### src/rtl/write_row.sv
// Row-write engine: latches one {row_num, data_in} request, commits it into the
// row store one byte lane per clock (LSB first), then pulses output_valid with the row.
module write_row #(
    parameter int ROWS   = 16,
    parameter int ADDR_W = 4,
    parameter int DATA_W = 32
) (
    input  logic              clk,
    input  logic              rstn,
    input  logic              input_valid,
    input  logic [ADDR_W-1:0] row_num,
    input  logic [DATA_W-1:0] data_in,
    output logic              output_valid,
    output logic [DATA_W-1:0] out,
    output logic              err,
    output logic              busy,
    output logic [7:0]        drop_cnt,
    input  logic [ADDR_W-1:0] rd_row,
    output logic [DATA_W-1:0] rd_data
);

    localparam int LANES = DATA_W / 8;
    localparam int IDX_W = (LANES > 1) ? $clog2(LANES) : 1;

    typedef enum logic [1:0] {
        IDLE  = 2'd0,
        WRITE = 2'd1,
        ACK   = 2'd2
    } state_t;

    state_t              state_q, state_d;
    logic [IDX_W-1:0]    idx_q, idx_d;
    logic [ADDR_W-1:0]   row_q, row_d;
    logic [DATA_W-1:0]   data_q, data_d;
    logic                oob_q, oob_d;
    logic                ovld_q, ovld_d;
    logic                err_q, err_d;
    logic [DATA_W-1:0]   out_q, out_d;
    logic [7:0]          drop_q, drop_d;
    logic [DATA_W-1:0]   mem_q [ROWS];
    logic [DATA_W-1:0]   mem_d [ROWS];
    logic                accept;
    int unsigned         lane_lo;

    always_comb begin
        state_d = state_q;
        idx_d   = idx_q;
        row_d   = row_q;
        data_d  = data_q;
        oob_d   = oob_q;
        ovld_d  = 1'b0;
        err_d   = err_q;
        out_d   = out_q;
        drop_d  = drop_q;
        mem_d   = mem_q;
        accept  = 1'b0;
        lane_lo = 32'(idx_q) * 8;

        case (state_q)
            IDLE: begin
                accept = input_valid;
            end
            WRITE: begin
                if (input_valid && (drop_q != 8'hFF)) begin
                    drop_d = drop_q + 8'd1;
                end
                if (!oob_q) begin
                    mem_d[row_q][lane_lo +: 8] = data_q[lane_lo +: 8];
                end
                if (idx_q == IDX_W'(LANES - 1)) begin
                    // Read back includes the lane committed on this same edge.
                    state_d = ACK;
                    ovld_d  = 1'b1;
                    err_d   = oob_q;
                    out_d   = oob_q ? '0 : mem_d[row_q];
                end else begin
                    idx_d = idx_q + IDX_W'(1);
                end
            end
            ACK: begin
                accept  = input_valid;
                state_d = IDLE;
            end
            default: begin
                state_d = IDLE;
            end
        endcase

        if (accept) begin
            state_d = WRITE;
            idx_d   = '0;
            row_d   = row_num;
            data_d  = data_in;
            oob_d   = (32'(row_num) >= 32'(ROWS));
        end
    end

    always_ff @(posedge clk) begin
        if (!rstn) begin
            state_q <= IDLE;
            idx_q   <= '0;
            row_q   <= '0;
            data_q  <= '0;
            oob_q   <= 1'b0;
            ovld_q  <= 1'b0;
            err_q   <= 1'b0;
            out_q   <= '0;
            drop_q  <= '0;
            for (int r = 0; r < ROWS; r++) begin
                mem_q[r] <= '0;
            end
        end else begin
            state_q <= state_d;
            idx_q   <= idx_d;
            row_q   <= row_d;
            data_q  <= data_d;
            oob_q   <= oob_d;
            ovld_q  <= ovld_d;
            err_q   <= err_d;
            out_q   <= out_d;
            drop_q  <= drop_d;
            mem_q   <= mem_d;
        end
    end

    always_comb begin
        rd_data = '0;
        if (32'(rd_row) < 32'(ROWS)) begin
            rd_data = mem_q[rd_row];
        end
    end

    assign output_valid = ovld_q;
    assign out          = out_q;
    assign err          = err_q;
    assign busy         = (state_q != IDLE);
    assign drop_cnt     = drop_q;

endmodule

### config.mk
export PLATFORM = sky130hd
export DESIGN_NAME = write_row
export DESIGN_NICKNAME = d
export VERILOG_FILES = /design/src/rtl/write_row.sv
export SDC_FILE = /design/constraint.sdc
export NUM_CORES = 2
export LEC_CHECK = 0
export BUFFER_PORTS_ARGS = -buffer_cell sky130_fd_sc_hd__clkbuf_2
export CAP_MARGIN = 10
export CORE_ASPECT_RATIO = 1.4
export CORE_MARGIN = 2
export CORE_UTILIZATION = 33
export CTS_BUF_LIST = sky130_fd_sc_hd__clkbuf_8
export DETAILED_ROUTE_END_ITERATION = 6
export GPL_ROUTABILITY_DRIVEN = 0
export PLACE_DENSITY = 0.56
export SKIP_LAST_GASP = 1
export SLEW_MARGIN = 5
export SYNTH_ARGS = -nofsm -noshare
export SYNTH_HDL_FRONTEND = slang
export SYNTH_SLANG_ARGS = --single-unit
### constraint.sdc
create_clock -name clk -period 4.8 [get_ports clk]
set_input_delay 0.96 -clock clk [delete_from_list [all_inputs] [get_ports clk]]
set_output_delay 0.96 -clock clk [all_outputs]
set_load 0.02 [all_outputs]
* Yosys cells after proc, flatten, opt, wreduce, memory -nomap -nowiden
Cells that the tools add are included.
** Word-level totals
- Input bits :: 43
- Register bits after elaboration :: 593
- Output and inout port bits :: 75
- Word-level logic and storage cells :: 72
** Cells by class
- Shift operators :: 3
- Add/subtract/negate cells :: 3
- Muxes and demuxes :: 15
- Reductions and logical operators :: 12
- Bitwise gates (word level) :: 5
- Equal/unequal tests :: 7
- Magnitude comparators :: 3
** Operators with widths (number)
- bitwise mux 512 bit :: 1
- 2-to-1 mux 512 bit :: 1
- binary-select mux 32 bit (select 4 bit) :: 2
- 2-to-1 mux 32 bit :: 5
- demux 32 bit (select 4 bit) :: 1
- negator 5 -> 34 bit :: 1
- variable shift 8 x 34 -> 32 bit, first input constant :: 1
- indexed part select 8 x 34 -> 32 bit :: 1
- indexed part select 32 x 6 -> 8 bit :: 1
- AND reduction 2 bit :: 6
- >= comparator 5 bit, second input constant :: 2
- inverter 4 -> 5 bit :: 2
- adder 8 x 1 -> 8 bit, second input constant :: 1
- inequality test 8 bit, second input constant :: 1
- less-than comparator 5 x 1 -> 1 bit, second input constant :: 1
- equality test 2 bit, second input constant :: 2
- inequality test 2 bit, second input constant :: 2
- case mux 2 bit (2 select lines) :: 1
- OR reduction 2 bit :: 2
- 2-to-1 mux 1 bit :: 3
- inequality test 3 bit, second input constant :: 1
- inverter 1 bit :: 3
- adder 2 x 1 -> 2 bit, second input constant :: 1
- equality test 2 x 1 -> 1 bit, second input constant :: 1
- other kinds (4) :: 5

* Depth between registers and ports, before layout
- Depth in word-level cells :: 10
- Depth in mapped cells :: 11

* Least setup slack after synthesis
OpenSTA, ideal clock, no wires.
- Path type :: input to output
- Start :: in rd_row[0]
- End :: out rd_data[15]
- Required time :: 3840 ps
- Path slack :: 1232 ps
- Buffers on the path :: 2
- Cell stages on the path :: 4
- Arrival :: 2608 ps
- Cells stage by stage :: buf_2 > buf_2 > mux4_2 > mux4_2
** On the way
- Longest elaborated chain between the ends :: 4
** Ends and longest elaborated chain
- from (decl) :: RTL line 18 : input logic [ADDR_W-1:0] rd_row,
- inverter 4 -> 5 bit (not written as such) :: RTL line 129 : rd_data = mem_q[rd_row];
- binary-select mux 32 bit (select 4 bit) :: RTL line 129
- 2-to-1 mux 32 bit (not written as such) (2 in a row) :: RTL line 129
- to (decl) :: RTL line 19 : output logic [DATA_W-1:0] rd_data
Every way passes these cells. The select of a mux whose other input is x is not followed.

* Worst setup path in the final report
- Start :: in rd_row[0]
- End :: out rd_data[21]
The elaborated chain is that of the path after synthesis.

==> flow_summary.toml <==
[power_and_ir_drop]
p_clk_share_pct = 44.8
pwr-share-seq_pct = 45.0
netSwitchingPower_mw = 3.19
powerDensity_nw_per_um2 = 294
power_mw = 11.1
leakage_nw = 12.3
ir_drop_mv = 0.212
switching_share_pct = 28.8
p_comb_share_pct = 10.2
internal-power_mw = 7.89

[finish]
drive_above_1_share_pct = 18.8
fin_cells = 5195
fin_nets = 3837
synthToLayoutAreaGrowth_pct = 11.6

[floorplanning]
die-area_sq_um = 105000
ios = 118
die_y_um = 383
start_util_pct = 33.3
die_width_um = 274
row_count = 138
core_sq_um = 101000

[run_status]
status = "finished clean"

[synth]
ys_ff_latch = 593
yosys_most_used_dff = "dfxtp_1"
async_reset_ff_share_pct = 0
ys_warn_count = 0
synthMuxAreaShare_pct = 17.5
yosys.area_share.simple_pct = 15.6
synth_top_family_by_area = "compound AO/OA/AOI/OAI gates"
synthAdderAreaFrac_pct = 0.259
syn_nets = 3872
netlist_area_sq_um = 33800
ys_seq_area_share_pct = 35.1
synth_edf_count = 0
yosysUniqueCellTypes = 95
synthCells = 3822
avgSynthCellArea_sq_um = 8.84
synth_compound_area_share_pct = 25.8
synth_xor_area_share_pct = 0.256

[setup_path]
crit_type = "input pin to output port"
rrSetupSlack_ps = 1340
startpoint_type = "input pin"
critPathRequiredTime_ps = 3840
path_max_fanout = 37
crit_arrival_ps = 2970
end_kind = "output port"

[clocking]
clk_pin_slew_worst_paths_ps = 60
cts_hold_buffers = 0
cts_buffer_depth = 3
ctsHtreeMaxLevel = 3
cts_tree = "yes"
cts.repair.resized = 0
postCtsSetupRepairBufs = 0
cts_buffers = 96
clk_latency_ps = 830
root_buffer = "clkbuf_8"
cts_sinks = 593

[route]
wl_met3_um = 15400
antenna_left = 0
top_layer = "met5"
wl_um = 153000
drt_iter0_markers = 3829
firstDrtPassIters = 7
viasPerCell = 6.23
wl_met1_um = 55400
wl_per_cell_um = 29.5
vias = 32400
drc = 0
met2_length_um = 68600

[sta]
rsz0062_at_grt = "no"
worst_pin_slew_ps = 1370
finalSetupViolations = 0
finalHoldViolCount = 0
fin_crit_ps = 3930
finalSetupTns_ps = 0
setup_ws_ps = 869
max_freq_mhz = 254
slew_headroom_pct = 8.38
drv_slew = 0
skew_ps = 58.2
timing.hold.ws_ps = 404
min_period_over_period_pct = 81.9

[global_routing]
grt-ovfl-total = 0
grt_usage_pct = 28.7
grt_first_pass_wirelength_um = 222000
grt_max_degree = 126
first_global_vias = 31000
antenna_found_initial = 6

[placed_design]
io_buffers = 116
dp_cells = 5018
dp_slack_ps = 841
hpwlAfterDp_um = 101000

[job]
cap_violations = 0

[worst_hold_path]
hold_class = "input pin to register"
[critical path, stage by stage]
cell      delay (ps)
buf_8            280
buf_12           340
mux4_2           550
mux4_2           590
clkbuf_2         200
[power groups by stage]
stage | Clock [mW] | Combinational, mW | Sequential, mW
floorplan | 0 | 0.649 | 5.07
global placement | 0 | 1.08 | 5.10
detailed placement | 0 | 1.08 | 5.10
CTS | 5.00 | 1.08 | 4.99
global route | 5.19 | 1.14 | 4.99
finish | 4.97 | 1.13 | 4.99
[per-stage QoR]
| stage | utilization [%] | area [sq um] |
|---|---|---|
| 2_1_floorplan | - | 33800 |
| 3_3_place_gp | 35.1 | 35600 |
| 3_5_place_dp | 35.1 | 35600 |
| 4_1_cts | 37.2 | 37700 |
| 5_1_grt | 37.2 | 37700 |
| 6_report | 37.2 | 37700 |
[state kept, by name, indices dropped and copies added, names as in the netlist]
register      cells
out              32
data_q           32
idx_q             2
mem_q           512
row_q             4
drop_cnt          8
state_q           2
output_valid      1
[per-layer routing]
layer  up-vias  global-route usage [%]
li1      13900                       -
met1     15800                    34.0
met2      2041                    44.2
met3       620                    7.11
met4         4                    22.6
met5         -                       0
[cell type report]
| type | count | area, sq um |
|---|---|---|
| inverter | 11 | 41.3 |
| timing repair buffer | 263 | 1870 |
| sequential | 593 | 11900 |
| tap | 1330 | 1660 |
| clock buffer | 124 | 1710 |
| clock inverter | 47 | 379 |
| fill | 10300 | 63600 |
| multi-input combinational | 2822 | 20100 |
| antenna | 5 | 12.5 |
[cell families (layout without fill, tap and decap cells)]
family                     count (synthesis)  count (layout)
AOI/OAI and AO/OA                       1358            1358
and+or+nand+nor                         1111            1111
DFF                                      593             593
buffers and inverters                    407             445
muxes                                    336             336
xor gates and xnor gates                   9               9
adders and majority gates                  7               7
other                                      1               6
[cells in the mapped netlist (8+ instances only)]
library cell | count | area [sq um]
a311oi_1 | 9 | 78.8
mux4_2 | 199 | 4480
nor2_1 | 86 | 323
buf_6 | 14 | 158
a221oi_1 | 15 | 131
and3b_1 | 9 | 78.8
and3_1 | 12 | 75.1
nand2_1 | 647 | 2430
o21ai_0 | 563 | 2820
mux2_2 | 56 | 631
a32o_1 | 10 | 100
a32oi_1 | 13 | 114
dfxtp_1 | 593 | 11900
a31oi_1 | 38 | 238
nor2b_1 | 61 | 382
buf_4 | 23 | 173
buf_2 | 93 | 465
nand4_1 | 28 | 175
o211ai_1 | 14 | 105
buf_1 | 25 | 93.8
o31ai_1 | 16 | 120
a21oi_1 | 79 | 395
a211oi_1 | 18 | 135
a22oi_1 | 33 | 248
a21boi_0 | 447 | 3360
clkbuf_1 | 241 | 905
nand2b_1 | 12 | 75.1
and2_1 | 93 | 582
o22ai_1 | 10 | 62.6
mux2i_1 | 81 | 811
a22o_1 | 10 | 87.6
nor4_1 | 9 | 56.3
and2_0 | 8 | 50.1
nand3_1 | 61 | 305
inv_1 | 8 | 30.0
nor3_1 | 22 | 110
[cells in the final DEF (no fill, tap or decap), types with 10 or more instances in the layout]
cell type,synthesis,routed
a211oi_1,18,18
a21boi_0,447,447
a21oi_1,79,79
a221oi_1,15,15
a22o_1,10,10
a22oi_1,33,33
a31oi_1,38,38
a32o_1,10,10
a32oi_1,13,13
and2_1,93,93
and3_1,12,12
buf_12,0,12
buf_4,23,134
clkbuf_2,0,112
clkbuf_8,0,124
clkinv_2,0,10
dfxtp_1,593,589
inv_1,8,34
mux2_2,56,56
mux2i_1,81,81
mux4_2,199,199
nand2_1,647,643
nand2b_1,12,12
nand3_1,61,61
nand4_1,28,28
nor2_1,86,85
nor2b_1,61,55
nor3_1,22,21
o211ai_1,14,14
o21ai_0,563,563
o22ai_1,10,10
o31ai_1,16,16
[final timing paths]
check,startpoint,to,cells after the start
setup / recovery,rd_row[0],rd_data[21],5
hold / removal,row_num[3],row_q[3],3
setup reg to reg,row_q[1],mem_q[409],6
hold reg to reg,data_q[15],data_q[15],2
Note: power is estimated with default switching activity, not from simulation.
